File: config.mk
export PLATFORM = sky130hd
export DESIGN_NAME = kch_sched
export DESIGN_NICKNAME = d
export VERILOG_FILES = /design/src/rtl/kch_pkg.sv /design/src/rtl/kch_better.sv /design/src/rtl/kch_sched.sv
export SDC_FILE = /design/constraint.sdc
export NUM_CORES = 1
export LEC_CHECK = 0
export CELL_PAD_IN_SITES_DETAIL_PLACEMENT = 1
export CELL_PAD_IN_SITES_GLOBAL_PLACEMENT = 2
export CORE_MARGIN = 2
export CORE_UTILIZATION = 45
export DETAILED_ROUTE_END_ITERATION = 8
export DONT_BUFFER_PORTS = 1
export PLACE_DENSITY_LB_ADDON = 0.05
export SYNTH_ARGS = -nofsm -noshare
export SYNTH_HDL_FRONTEND = slang
export SYNTH_SLANG_ARGS = --single-unit
File: constraint.sdc
create_clock -name clk -period 11.6 [get_ports clk]
set_input_delay 2.32 -clock clk [delete_from_list [all_inputs] [get_ports clk]]
set_output_delay 2.32 -clock clk [all_outputs]
set_load 0.1 [all_outputs]
File: src/rtl/kch_pkg.sv
// Purpose : shared types and constants for the known-cluster-head (KCH) table controller.
// Latency : n/a (types and constants only).
// Backpressure: n/a.
package kch_pkg;

   // Default field width of a table record.
   localparam int KCH_W = 16;

   // ID 0 is reserved to mean "no cluster head".
   localparam int CH_ID_NONE = 0;

   // Hop count reported when no cluster head is known.
   localparam logic [KCH_W-1:0] HOPS_INF = '1;

   typedef enum logic [2:0] {
      ST_IDLE,
      ST_SEARCH,
      ST_WRITE,
      ST_SCAN,
      ST_DONE
   } kch_state_t;

   // Field order {id, hops, qvalue} is also the packing kch_better expects.
   typedef struct packed {
      logic [KCH_W-1:0] id;
      logic [KCH_W-1:0] hops;
      logic [KCH_W-1:0] qvalue;
   } ch_entry_t;

endpackage

File: src/rtl/kch_better.sv
// Purpose : election ordering, true when entry a is a better cluster head than entry b.
// Latency : combinational.
// Backpressure: none.
// Ports   : a, b - packed {id, hops, qvalue}, W bits per field; a_beats_b - ordering result.
module kch_better #(
   parameter int W = 16
) (
   input  logic [3*W-1:0] a,
   input  logic [3*W-1:0] b,
   output logic           a_beats_b
);

   logic [W-1:0] a_id, a_hops, a_q;
   logic [W-1:0] b_id, b_hops, b_q;

   assign {a_id, a_hops, a_q} = a;
   assign {b_id, b_hops, b_q} = b;

   // Fewer hops wins; then higher Q; then lower ID so the result is deterministic.
   always_comb begin
      a_beats_b = 1'b0;
      if (a_hops < b_hops) begin
         a_beats_b = 1'b1;
      end else if (a_hops == b_hops) begin
         if (a_q > b_q) begin
            a_beats_b = 1'b1;
         end else if (a_q == b_q) begin
            a_beats_b = (a_id < b_id);
         end
      end
   end

endmodule

File: src/rtl/kch_sched.sv
// Purpose : KCH table controller: dedup/update/append of incoming records, best-CH election on request.
// Latency : record visible at T+k+2 (k = entries searched); election sel_done at T+ch_count+1.
// Backpressure: rec_ready low outside IDLE, during HB_reset and while sel_start is asserted.
// Ports   : clk/nrst (sync, active-low); HB_reset clears the table and aborts any operation;
//           rec_valid/rec_ready + rec_id/rec_hops/rec_qvalue record input;
//           sel_start/sel_busy/sel_done election control; chosenCH/hopsfromCH/chosenQ/no_ch result;
//           ch_count/table_full occupancy; drop_cnt (only when KCH_DROP_CNT_EN is defined).
module kch_sched
   import kch_pkg::*;
#(
   parameter int WORD_WIDTH = 16,
   parameter int NUM_CH     = 16,
   localparam int IDX_W     = $clog2(NUM_CH)
) (
   input  logic                  clk,
   input  logic                  nrst,
   input  logic                  HB_reset,
   input  logic                  rec_valid,
   output logic                  rec_ready,
   input  logic [WORD_WIDTH-1:0] rec_id,
   input  logic [WORD_WIDTH-1:0] rec_hops,
   input  logic [WORD_WIDTH-1:0] rec_qvalue,
   input  logic                  sel_start,
   output logic                  sel_busy,
   output logic                  sel_done,
   output logic [WORD_WIDTH-1:0] chosenCH,
   output logic [WORD_WIDTH-1:0] hopsfromCH,
   output logic [WORD_WIDTH-1:0] chosenQ,
   output logic                  no_ch,
`ifdef KCH_DROP_CNT_EN
   output logic [7:0]            drop_cnt,
`endif
   output logic [IDX_W:0]        ch_count,
   output logic                  table_full
);

   typedef struct packed {
      logic [WORD_WIDTH-1:0] id;
      logic [WORD_WIDTH-1:0] hops;
      logic [WORD_WIDTH-1:0] qvalue;
   } entry_t;

   entry_t           tbl [NUM_CH];
   kch_state_t       state;
   logic [IDX_W-1:0] idx;
   logic [IDX_W-1:0] wr_idx;
   logic             append;
   entry_t           lat;
   entry_t           best;
   entry_t           cand;
   entry_t           scan_best;
   logic             cand_wins;
   logic             last_idx;
   logic             accept;
   logic             id_zero;

   assign cand       = tbl[idx];
   assign last_idx   = ({1'b0, idx} == (ch_count - 1'b1));
   assign rec_ready  = (state == ST_IDLE) && !HB_reset && !sel_start;
   assign sel_busy   = (state != ST_IDLE);
   assign table_full = (ch_count == (IDX_W+1)'(NUM_CH));
   assign accept     = rec_valid && rec_ready;
   assign id_zero    = (rec_id == WORD_WIDTH'(CH_ID_NONE));

   kch_better #(.W(WORD_WIDTH)) u_better (
      .a         (cand),
      .b         (best),
      .a_beats_b (cand_wins)
   );

   // Entry 0 seeds the running best; later entries replace it only when strictly better.
   assign scan_best = ((idx == '0) || cand_wins) ? cand : best;

   always_ff @(posedge clk) begin
      if (!nrst) begin
         state      <= ST_IDLE;
         ch_count   <= '0;
         idx        <= '0;
         wr_idx     <= '0;
         append     <= 1'b0;
         lat        <= '0;
         best       <= '0;
         chosenCH   <= WORD_WIDTH'(CH_ID_NONE);
         hopsfromCH <= '1;
         chosenQ    <= '0;
         no_ch      <= 1'b1;
         sel_done   <= 1'b0;
      end else if (HB_reset) begin
         // Election results are deliberately left holding their last values.
         state    <= ST_IDLE;
         ch_count <= '0;
         idx      <= '0;
         sel_done <= 1'b0;
      end else begin
         sel_done <= 1'b0;
         case (state)
            ST_IDLE: begin
               if (sel_start) begin
                  idx <= '0;
                  if (ch_count == '0) begin
                     chosenCH   <= WORD_WIDTH'(CH_ID_NONE);
                     hopsfromCH <= '1;
                     chosenQ    <= '0;
                     no_ch      <= 1'b1;
                     sel_done   <= 1'b1;
                     state      <= ST_DONE;
                  end else begin
                     state <= ST_SCAN;
                  end
               end else if (accept && !id_zero) begin
                  lat <= '{id: rec_id, hops: rec_hops, qvalue: rec_qvalue};
                  idx <= '0;
                  if (ch_count == '0) begin
                     wr_idx <= '0;
                     append <= 1'b1;
                     state  <= ST_WRITE;
                  end else begin
                     state <= ST_SEARCH;
                  end
               end
            end
            ST_SEARCH: begin
               if (cand.id == lat.id) begin
                  wr_idx <= idx;
                  append <= 1'b0;
                  state  <= ST_WRITE;
               end else if (last_idx) begin
                  if (table_full) begin
                     state <= ST_IDLE;
                  end else begin
                     // Not full, so ch_count fits in the index width.
                     wr_idx <= ch_count[IDX_W-1:0];
                     append <= 1'b1;
                     state  <= ST_WRITE;
                  end
               end else begin
                  idx <= idx + 1'b1;
               end
            end
            ST_WRITE: begin
               if (append) begin
                  ch_count <= ch_count + 1'b1;
               end
               state <= ST_IDLE;
            end
            ST_SCAN: begin
               best <= scan_best;
               if (last_idx) begin
                  // Results are registered together with sel_done so they are valid on the pulse.
                  chosenCH   <= scan_best.id;
                  hopsfromCH <= scan_best.hops;
                  chosenQ    <= scan_best.qvalue;
                  no_ch      <= 1'b0;
                  sel_done   <= 1'b1;
                  state      <= ST_DONE;
               end else begin
                  idx <= idx + 1'b1;
               end
            end
            ST_DONE: begin
               state <= ST_IDLE;
            end
            default: begin
               state <= ST_IDLE;
            end
         endcase
      end
   end

   // Storage is not reset; only entries below ch_count are ever considered valid.
   always_ff @(posedge clk) begin
      if (nrst && !HB_reset && (state == ST_WRITE)) begin
         tbl[wr_idx] <= lat;
      end
   end

`ifdef KCH_DROP_CNT_EN
   logic drop_evt;

   assign drop_evt = (accept && id_zero) ||
                     ((state == ST_SEARCH) && (cand.id != lat.id) && last_idx && table_full);

   always_ff @(posedge clk) begin
      if (!nrst || HB_reset) begin
         drop_cnt <= '0;
      end else if (drop_evt && (drop_cnt != 8'hFF)) begin
         drop_cnt <= drop_cnt + 1'b1;
      end
   end
`endif

endmodule

# After elaboration in Yosys (flattened, before gate mapping)
# Memory sizes are Yosys's and may differ from the RTL's. A register that Yosys moved wholly into a read port is not among the register bits.
# Cells that the tools add are included.
# classes
n_eq_ne,17
n_addsub,3
n_lt_le_gt_ge,3
bitwise_logic,3
muxes,54
reduce_logical,26
# ops
operator,count
16-bit 2-to-1 mux,7
16-bit case mux with 2 select lines,3
16-bit == test,3
4-bit 2-to-1 mux,12
48-bit 2-to-1 mux,1
16-bit < comparator,2
3-bit 2-to-1 mux,6
1-bit 2-to-1 mux,17
16-bit greater-than comparator,1
16-bit logical NOT,1
4-bit case mux with 3 select lines,1
3-bit case mux with 3 select lines,1
2-bit != test (second input constant),4
4-bit case mux with 2 select lines,1
7-bit AND reduction,1
3-bit by 2-bit == test with 1-bit output (second input constant),2
1-bit logical AND,6
3-bit != test (second input constant),2
1-bit case mux with 2 select lines,3
3-bit AND reduction,2
3-bit nonzero test,2
5-bit by 1-bit adder with 5-bit output (second input constant),1
4-bit by 5-bit == test with 1-bit output,1
5-bit == test (second input constant),1
17 further kinds,25
# totals
output_inout_bits,58
mem_count,1
ff_bits,163
ramBits,768
# mem_list
memory,depth,word_bits,read_ports,rd_ports_with_merged_regs,wr,line_no,text
tbl,16,48,1,1,1,kch_sched.sv:43,entry_t tbl [NUM_CH];

# Depth between registers and ports, before layout
# Gate-level depths: netlist (run 1).
# depth
word_depth,10
mapped_depth,22
ltp_nobuf,14

# Modules after synthesis
# Synthesis (run 1) repeated with hierarchy kept, for this count alone.
# hier_totals
hier_cells,2230
hier_area_um2,37927.6
# by_module_without_submodules
module,n_inst,area_per_inst_um2,cells_per_inst,seq_area_each_um2
kch_sched,1,36741.5,2062,26405.3
kch_better,1,1186.1,168,0.0

# Worst setup path before layout (run 1)
# OpenSTA, ideal clock, no wires.
# synth_timing
path_type,input to register
start,input port HB_reset
end,memory tbl[0][0] (netlist bit) (enable)
slack_ns,3.984
path_buffers,2
setup_time_ns,0.513
t_arrival_ns,7.103
required_time_ns,11.087
path_stages,6
path_cell_list,clkbuf_1 > nand2b_1 > clkbuf_1 > or4b_2 > or3_1 > nor3_1
# synth_via
elab_chain_len,5
# synth_rtl
item,line_no,text
"start, declared",kch_sched.sv:17,"input logic HB_reset,"
1-bit logical NOT,kch_sched.sv:172,if (nrst && !HB_reset && (state == ST_WRITE)) begin
1-bit logical AND (2 in series),kch_sched.sv:172,
1-bit 2-to-1 mux,kch_sched.sv:172,
1-bit 2-to-1 mux (implied by the code),kch_sched.sv:173,tbl[wr_idx] <= lat;
"end, declared",kch_sched.sv:43,
# Every way passes these cells.

==> qor.txt, run 1 <==
Critical Path Fanout Max: 105
Hold Startpoint: best[37]
Critical Path Start Type: flop
TritonCTS Buffers: 100
Worst-margin pin slew: 1.27 ns
Ratio of cells with drive above 1 in the final layout: 0.196
Root Buffer: clkbuf_16
Net count, final: 2,365
Net Count, Synth: 2,347
Outcome: complete, no violations
Initial antenna violation count: 0
All-Layer GR Usage: 0.239
Internal power: 5680 uW
Crit-path cells: buf_12, buf_4, mux4_2, mux4_2, ha_1, nand3_1, nor3_1, nand3_1, a21oi_1, o221ai_4, buf_4, a21oi_4, buf_4, mux2i_1
Commonest non-fill, non-tap cell in the layout: edfxtp_1
Final TNS setup: 0 ns
Setup crit end kind: flop
Post-route ant nets: 0
FP Rows: 106
Post-synth EDFFs: 768
Cell family with most CP delay: buffers and inverters
Register area share after synthesis: 0.697
Mapped Avg Cell Area: 16.9 um2
First-pass GRT wire length: 149 mm
Clk buf depth: 3
Synth warn: 0
Util after Layout: 0.511
WP data required: 12.17 ns
DRC Markers: 0
Final Power: 7140 uW
Drt via density: 5.89
Synth-to-layout area growth: 12.7%
H-tree depth: 3
Ant. Diodes: 0
CTS tree: yes
Slowest-stage cell, CP: dfxtp_4
Hold Violations, Final: 0
Setup violations, final: 0
CP peak stage delay: 0.79 ns
WP data arrival: 7.35 ns
Clk_lat worst skew: 0.67 ns
P_leak: 0.0134 uW
Die Span X: 294 um
Core area: 83,600 um2
Critical path depth in cells: 14
Switching power: 1460 uW
Slew HR: 0.142
Hold-fix buffers, CTS: 0
Max-Cap Viols: 0
Chip height: 294 um
Vias after detailed routing: 20,200
Critical path buffer and inverter count: 4
Worst R2R Path Depth: 14
Hold path depth: 2
Worst min path class: flop to flop
Clk pwr share: 0.470
Switching part of the total: 0.205
Library cells used by synthesis: 69
Pwr Density: 167 nW/um2
Worst Skew: 0.0281 ns
Grt ovf: 0
Clock sinks: 935
Fin. max-slew vios: 0
Final Wtd Congestion: 0.772
Tcrit/Tclk final: 0.584
Avg WL per Cell: 29.6 um
#FFs+latches synth: 935
HPWL after DPL: 58.1 mm
Fillcell total: 7,691
Cell Area, Synth: 37,900 um2
Gate Count Post-Synth: 2,242
Crit path top cell by count: buf_4
IO Port Bufs: 0
Crit path time final: 6.77 ns
Peak supply drop: 0.130 mV
Post-synth ARST share: 0
Iter 0 DRT Violations: 1,303
Critical path class: flop to flop
Die area: 86,500 um2
Vias in the first global route: 21,200
Setup bufs post-CTS: 0
Post-cts resize count: 0
Top_reg_cell synth: edfxtp_1
Starting density of the core: 0.453
Largest net degree at the start of global routing: 157
Comb power frac: 0.019
Clk pin slew, worst setup/hold paths: 0.06 ns
First-pass detailed-route iteration total: 5
Flop pwr share: 0.511
I/O Pins: 111
Unrepaired setup endpoints after global routing: no
Fmax: 148 MHz
Most frequent cells in the layout: 768 x edfxtp_1, 284 x nand2_1, 214 x mux4_2, 163 x dfxtp_1, 102 x clkbuf_16
Drt total wl: 101 mm
## Yosys cell counts, drive strengths merged (2+ instances only)
cell type,n,area (um2)
a22o,5,43.8
mux2i,91,923
o21a,7,52.6
nor2,61,229
xnor2,22,193
nor4,7,43.8
nor4b,2,23.8
nand3,27,135
and2,3,18.8
mux2,6,75.1
ha,52,651
o31ai,2,20.0
o21ai,43,215
and3,4,25.0
a21oi,19,98.9
nand2,285,1070
inv,58,218
nor3,15,75.1
xor2,21,184
edfxtp,768,23100
a31o,2,17.5
o211ai,34,260
nand2b,8,50.1
buf,49,305
o21bai,3,22.5
mux4,218,4920
clkbuf,77,289
or3,8,50.1
o22ai,6,37.5
a21boi,47,353
nor2b,15,93.8
a22oi,8,60.1
or4b,2,20.0
a21o,13,97.6
dfxtp,167,3340
a31oi,21,131
a211oi,4,30.0
a221oi,3,26.3
nand4b,2,17.5
nand3b,2,15.0
nand4,41,257
## stage by stage
stage	hold WS (ns)	instance area, um2	cells	worst slack, ns
floorplan	0.448	37900	2242	3.98
global placement	0.461	39200	3238	4.55
detailed placement	0.466	39200	3238	4.45
CTS	0.476	42700	3427	4.44
global route	0.491	42700	3427	4.44
finish	0.475	42700	3427	4.83
## cells by family after synthesis
group | Yosys count | share of synthesized area
flip-flops | 935 | 0.697
AND/OR/NAND/NOR | 487 | 0.0571
multiplexers | 315 | 0.156
AO/OA/AOI/OAI | 225 | 0.0407
buffers and inverters | 185 | 0.0215
adder cells (fa/ha/maj) | 52 | 0.0172
XOR/XNOR | 43 | 0.00994
## flip-flops by register name, summed over array words and instances (netlist names), named ones only
signal and cells:
append 1, lat 48, no_ch 1, hopsfromCH 16
ch_count 5, tbl 768, idx 4, best 48
chosenCH 16, state 3, chosenQ 16, wr_idx 4
sel_done 1
## layer usage
metal  track usage  vias to the layer above  routed length, um
met5             0                        -                  0
met4        0.0703                        0               2560
met3        0.0440                      122               6050
met2         0.380                      514              48300
met1         0.337                    10800              44400
li1              -                     8806                  -
## worst paths after layout
check                                end  slack, ns
worst min-delay path            best[37]       0.47
worst max-delay path            best[12]       4.83
worst max register to register  best[12]       4.83
worst min register to register  best[37]       0.47
## worst reg2reg max path: stages (launching register included)
cell	delay, ns
dfxtp_4	0.79
buf_12	0.59
buf_4	1.02
mux4_2	0.46
mux4_2	0.55
ha_1	0.33
nand3_1	0.08
nor3_1	0.34
nand3_1	0.13
a21oi_1	0.31
o221ai_4	0.13
buf_4	0.38
a21oi_4	0.53
buf_4	0.71
mux2i_1	0.35
## power groups by stage
stage          Combinational, uW  Clock (uW)  Sequential [uW]
2_1_floorplan                106           0             3710
3_3_place_gp                 133           0             3720
3_5_place_dp                 134           0             3720
4_1_cts                      135        3430             3650
5_1_grt                      145        3540             3650
6_report                     132        3360             3650
## layout make-up
class	count	area, um2	area share
repair buffers	42	360	0.00844
multi-input cells	1122	10800	0.254
flip-flops and latches	935	26400	0.619
clock inverters	57	762	0.0179
inverters	59	221	0.00519
clock buffers	132	2730	0.0639
well taps	1080	1350	0.0317
Note: power is estimated with default switching activity, not from simulation.
==> run 2, diff against run 1 <==
==> constraint.sdc (replaced) <==
create_clock -name clk -period 6.7 [get_ports clk]
set_input_delay 1.34 -clock clk [delete_from_list [all_inputs] [get_ports clk]]
set_output_delay 1.34 -clock clk [all_outputs]
set_load 0.1 [all_outputs]
==> qor.txt, run 2 (synthesis gave the netlist of run 1 again) <==
Vias after detailed routing: 20,400 (+1.1%)
Most frequent cells in the layout: 768 x edfxtp_1, 284 x nand2_1, 214 x mux4_2, 163 x dfxtp_1, 100 x clkbuf_16
Iter 0 DRT Violations: 1,450 (+11%)
Clk_lat worst skew: 0.67 ns (about the same)
I/O Pins: 111 (unchanged)
Synth-to-layout area growth: 12.7% (about the same)
Top flop regs: tbl x768, best x48, lat x48
Clk pin slew, worst setup/hold paths: 0.06 ns (about the same)
Reg2reg setup slack: 1.26 ns (-3.57 ns)
Grt ovf: 0 (unchanged)
Final Wtd Congestion: 0.772 (about the same)
CTS tree: yes
P_leak: 0.0134 uW (+0.12%)
Pwr Density: 282 nW/um2 (+68%)
Commonest non-fill, non-tap cell in the layout: edfxtp_1
Worst Skew: 0.0384 ns (+0.0103 ns)
Post-route ant nets: 0 (unchanged)
Setup violations, final: 0 (unchanged)
Critical Path Fanout Max: 48 (-54%)
Hold path depth: 2 (unchanged)
Chip height: 294 um (unchanged)
Final TNS setup: 0 ns (unchanged)
Core area: 83,600 um2 (unchanged)
Fin. max-slew vios: 0 (unchanged)
Ratio of cells with drive above 1 in the final layout: 0.196 (+0.000449)
Unrepaired setup endpoints after global routing: no
FP Rows: 106 (unchanged)
Die Span X: 294 um (unchanged)
First-pass GRT wire length: 150 mm (+1.0%)
Fmax: 184 MHz (+25%)
DRC Markers: 0 (unchanged)
Hold Violations, Final: 0 (unchanged)
Fillcell total: 7,715 (+0.31%)
Starting density of the core: 0.453 (unchanged)
Drt via density: 5.93 (+0.61%)
Vias in the first global route: 21,200 (+0.12%)
Most flops, register: tbl
Hold-fix buffers, CTS: 0 (unchanged)
Slew HR: 0.125 (-0.0179)
Avg WL per Cell: 29.9 um (+1.0%)
Peak supply drop: 0.296 mV (+130%)
IO Port Bufs: 0 (unchanged)
Setup crit end kind: flop
Max FFs per register: 768 (unchanged)
Post-cts resize count: 0 (unchanged)
Worst-margin pin slew: 1.31 ns (+0.0442 ns)
Initial antenna violation count: 0 (unchanged)
Clock sinks: 935 (unchanged)
Worst min path class: flop to flop
Hold Startpoint: best[5]
TritonCTS Buffers: 100 (unchanged)
Critical Path Start Type: flop
Critical path class: flop to flop
Largest net degree at the start of global routing: 157 (unchanged)
WP data arrival: 5.92 ns (-1.43 ns)
Net count, final: 2,385 (+0.85%)
Max-Cap Viols: 0 (unchanged)
First-pass detailed-route iteration total: 5 (unchanged)
Die area: 86,500 um2 (unchanged)
Hold path endpoint: best[5]
Setup bufs post-CTS: 0 (unchanged)
Clk buf depth: 3 (unchanged)
Drt total wl: 103 mm (+1.5%)
H-tree depth: 3 (unchanged)
Reg-to-reg endpoint: chosenQ[7]
Crit path time final: 5.44 ns (-1.33 ns)
WP data required: 7.18 ns (-4.99 ns)
Worst R2R Path Depth: 10 (-4)
All-Layer GR Usage: 0.242 (+0.00346)
Outcome: complete, no violations
Util after Layout: 0.511 (about the same)
Root Buffer: clkbuf_16
Tcrit/Tclk final: 0.812 (+0.228)
HPWL after DPL: 60.8 mm (+4.5%)
==> run 2: changes by cell type in the layout (fill, tap and decap cells not counted), sizes merged <==
cell / before / now
clkinv: 32 / 35
buf: 42 / 62
clkinvlp: 7 / 4
diode: 0 / 1
clkbuf: 132 / 131
bufinv: 15 / 11
==> run 2: worst max path at each step <==
stage | start | to | slack (ns) | cells past startpoint
CTS | flop | chosenCH[9] | 1.15 | 10
floorplan | HB_reset | tbl[0][0] | 0.06 | 6
finish | flop | chosenQ[7] | 1.26 | 10
global route | flop | chosenQ[7] | 0.87 | 10
global placement | flop | chosenQ[12] | 1.22 | 12
detailed placement | flop | chosenCH[10] | 1.18 | 10
==> run 2: power breakdown <==
group	switching (uW)	total, uW	internal, uW
logic	132	233	101
clock network	2260	5470	3210
registers	60.9	6320	6260
==> run 2: through the flow <==
stage               worst slack (ns)  hold slack, ns  total power (uW)  instance area (um2)  std cells
floorplan                     0.0639           0.448              6600                37900       2242
global route                   0.872           0.502             12400                42700       3442
CTS                             1.15           0.481             12100                42700       3441
global placement                1.22           0.460              6670                39400       3257
finish                          1.26           0.476             12000                42700       3443
detailed placement              1.18           0.468              6680                39400       3257
==> run 2: critical path, cell delays in order, from the launching register on <==
cell and delay (ns):
dfxtp_4 1.02, buf_4 0.47, mux4_2 0.54, mux4_2 0.55, ha_1 0.32, nand3_1 0.10, nor3_1 0.36, nand4_1 0.25
o221a_2 0.50, nor2_4 0.80, o211ai_1 0.23
==> run 2: cell type report <==
cell class,instances,area (um2),area share
flip-flops and latches,935,26400,0.619
multi-input cells,1122,10800,0.254
clock buffers,131,2650,0.0621
well taps,1080,1350,0.0317
repair buffers,62,621,0.0145
clock inverters,53,583,0.0137
inverters,59,221,0.00519
diodes,1,2.50,0.0000586
==> run 2: routing by layer <==
layer	routed length, um	part of all wire	global-route usage
met3	6550	0.064	0.0505
met2	49000	0.48	0.386
met1	45100	0.44	0.342
met4	2280	0.022	0.0610
met5	0	0	0
==> run 3, diff against run 2 <==
==> constraint.sdc (replaced) <==
create_clock -name clk -period 5.3 [get_ports clk]
set_input_delay 1.06 -clock clk [delete_from_list [all_inputs] [get_ports clk]]
set_output_delay 1.06 -clock clk [all_outputs]
set_load 0.1 [all_outputs]
==> qor.txt, run 3 (synthesis gave the netlist of run 1 again) <==
I/O Pins: 111 (unchanged)
Initial antenna violation count: 1 (+1)
CTS tree: yes
Met3 Usage GRT: 0.0497 (-0.000755)
Worst min path class: flop to flop
Core area: 83,600 um2 (unchanged)
Clk pin slew, worst setup/hold paths: 0.06 ns (about the same)
Tcrit/Tclk final: 0.955 (+0.143)
HPWL after DPL: 60.9 mm (+0.15%)
Ant. Diodes: 0 (-1)
Crit path time final: 5.06 ns (-0.377 ns)
Outcome: complete, no violations
Die area: 86,500 um2 (unchanged)
Post-route setup slack: 0.236 ns (-1.02 ns)
Reg-to-reg endpoint: best[40]
Hold Startpoint: best[46]
Fin. max-slew vios: 0 (unchanged)
Hold Violations, Final: 0 (unchanged)
Vias after detailed routing: 20,500 (+0.50%)
Hold path depth: 2 (unchanged)
Net count, final: 2,402 (+0.71%)
Switching part of the total: 0.204 (about the same)
Flop pwr share: 0.517 (-0.009)
Crit-path cells: buf_12, buf_4, mux4_2, mux4_2, ha_1, nand4_1, nor2_1, nand2_1, nor4_1, buf_4, o221ai_4, a21oi_4, buf_12, mux2i_1
Grt ovf: 0 (unchanged)
All-Layer GR Usage: 0.248 (+0.00545)
Peak supply drop: 0.254 mV (-14%)
Max-Cap Viols: 0 (unchanged)
Final Wtd Congestion: 0.800 (+3.6%)
Starting density of the core: 0.453 (unchanged)
Clk pwr share: 0.464 (+0.009)
Ratio of cells with drive above 1 in the final layout: 0.203 (+0.00624)
Slew HR: 0.169 (+0.0442)
Vias in the first global route: 21,600 (+2.2%)
Worst Skew: 0.0279 ns (-0.0105 ns)
Critical path buffer and inverter count: 4 (+3)
First-pass GRT wire length: 153 mm (+2.2%)
First-pass detailed-route iteration total: 5 (unchanged)
Drt total wl: 105 mm (+2.4%)
WP data required: 5.88 ns (-1.30 ns)
Drt via density: 5.92 (about the same)
Internal power: 12,300 uW (+29%)
Clock sinks: 935 (unchanged)
DRC Markers: 0 (unchanged)
Critical Path Fanout Max: 35 (-27%)
Fmax: 197 MHz (+7.4%)
Fillcell total: 7,699 (-0.21%)
Critical path class: flop to flop
Worst-margin pin slew: 1.25 ns (-0.0680 ns)
Final TNS setup: 0 ns (unchanged)
H-tree depth: 3 (unchanged)
Most frequent cells in the layout: 768 x edfxtp_1, 284 x nand2_1, 214 x mux4_2, 163 x dfxtp_1, 101 x clkbuf_16
Unrepaired setup endpoints after global routing: no
Reg2reg setup slack: 0.24 ns (-1.02 ns)
Hold-fix buffers, CTS: 0 (unchanged)
Switching power: 3150 uW (+28%)
Setup violations, final: 0 (unchanged)
IO Port Bufs: 0 (unchanged)
M2 GR Usage: 0.388 (+0.00178)
Cell family with most CP delay: multiplexers
FP Rows: 106 (unchanged)
Synth-to-layout area growth: 14.0%
Hold path endpoint: best[46]
Chip height: 294 um (unchanged)
Post-route ant nets: 0 (unchanged)
Clk_lat worst skew: 0.67 ns (about the same)
TritonCTS Buffers: 99 (-1.0%)
Clk buf depth: 3 (unchanged)
Max FFs per register: 768 (unchanged)
Most Crowded Layer GR: met2
Root Buffer: clkbuf_16
Critical Path Start Type: flop
Die Span X: 294 um (unchanged)
Slowest-stage cell, CP: dfxtp_4
Iter 0 DRT Violations: 1,784 (+23%)
Setup slack after placement: 0.200 ns (-0.982 ns)
Top flop regs: tbl x768, best x48, lat x48
P_leak: 0.0136 uW (+1.4%)
Most flops, register: tbl
Worst R2R Path Depth: 14 (+4)
Setup crit end kind: flop
Avg WL per Cell: 30.4 um (+1.8%)
Pwr Density: 358 nW/um2 (+27%)
Largest net degree at the start of global routing: 157 (unchanged)
GR met1 Demand/Resource: 0.356 (+0.0141)
WP data arrival: 5.64 ns (-0.28 ns)
CP peak stage delay: 0.85 ns (-0.17 ns)
Comb power frac: 0.020 (about the same)
Commonest non-fill, non-tap cell in the layout: edfxtp_1
run 3: cell count changes in the layout (fill, tap and decap cells not counted), sizes merged:
cell	previous run	this run
buf	62	80
bufinv	11	13
clkbuf	131	134
clkinvlp	4	3
diode	1	0
inv	62	61
run 3: cell type report:
class / count / area [um2] / area share
clock inverter: 53 / 659 / 0.0153
timing repair buffer: 80 / 958 / 0.0222
tap: 1080 / 1350 / 0.0313
multi-input combinational: 1122 / 10900 / 0.251
clock buffer: 134 / 2730 / 0.0632
inverter: 59 / 221 / 0.00513
sequential: 935 / 26400 / 0.612
run 3: tightest hold or removal path, stage by stage (launching register included):
cell and delay (ns):
dfxtp_1 0.32, nand2_1 0.06, mux2i_1 0.05
run 3: worst max-delay path by stage:
stage          startpoint  cells after the start            to
5_1_grt              flop                     13   chosenCH[8]
6_report             flop                     14      best[40]
2_1_floorplan    HB_reset                      6    tbl[12][0]
3_3_place_gp         flop                     13  chosenCH[15]
3_5_place_dp         flop                     13   chosenCH[9]
4_1_cts              flop                     13   chosenCH[9]
run 3: per-layer routing:
layer  share of wire  up-vias
li1                -     8885
met1            0.45    10900
met2            0.46      582
met3           0.065      147
met4           0.024        0
met5               0        -
run 3: timing repair:
action	4_1_cts	5_1_grt
setup endpoints to repair	0	5
gates resized for setup	0	0
setup buffers	0	0
run 3: stage by stage:
step	instances	power, uW	util	hold slack [ns]	area (um2)
after CTS	3463	15600	0.517	0.474	43200
final	3463	15500	0.517	0.478	43200
after detailed placement	3276	8450	0.476	0.468	39800
after global placement	3276	8440	0.476	0.459	39800
after floorplan	2242	8340	-	0.448	37900
after global routing	3463	15900	0.517	0.502	43200
run 3: power groups by stage:
stage	Combinational, uW	Sequential (uW)	Clock, uW
2_1_floorplan	232	8110	0
6_report	305	7990	7160
3_5_place_dp	306	8150	0
3_3_place_gp	303	8140	0
4_1_cts	308	7990	7320
5_1_grt	332	7990	7570
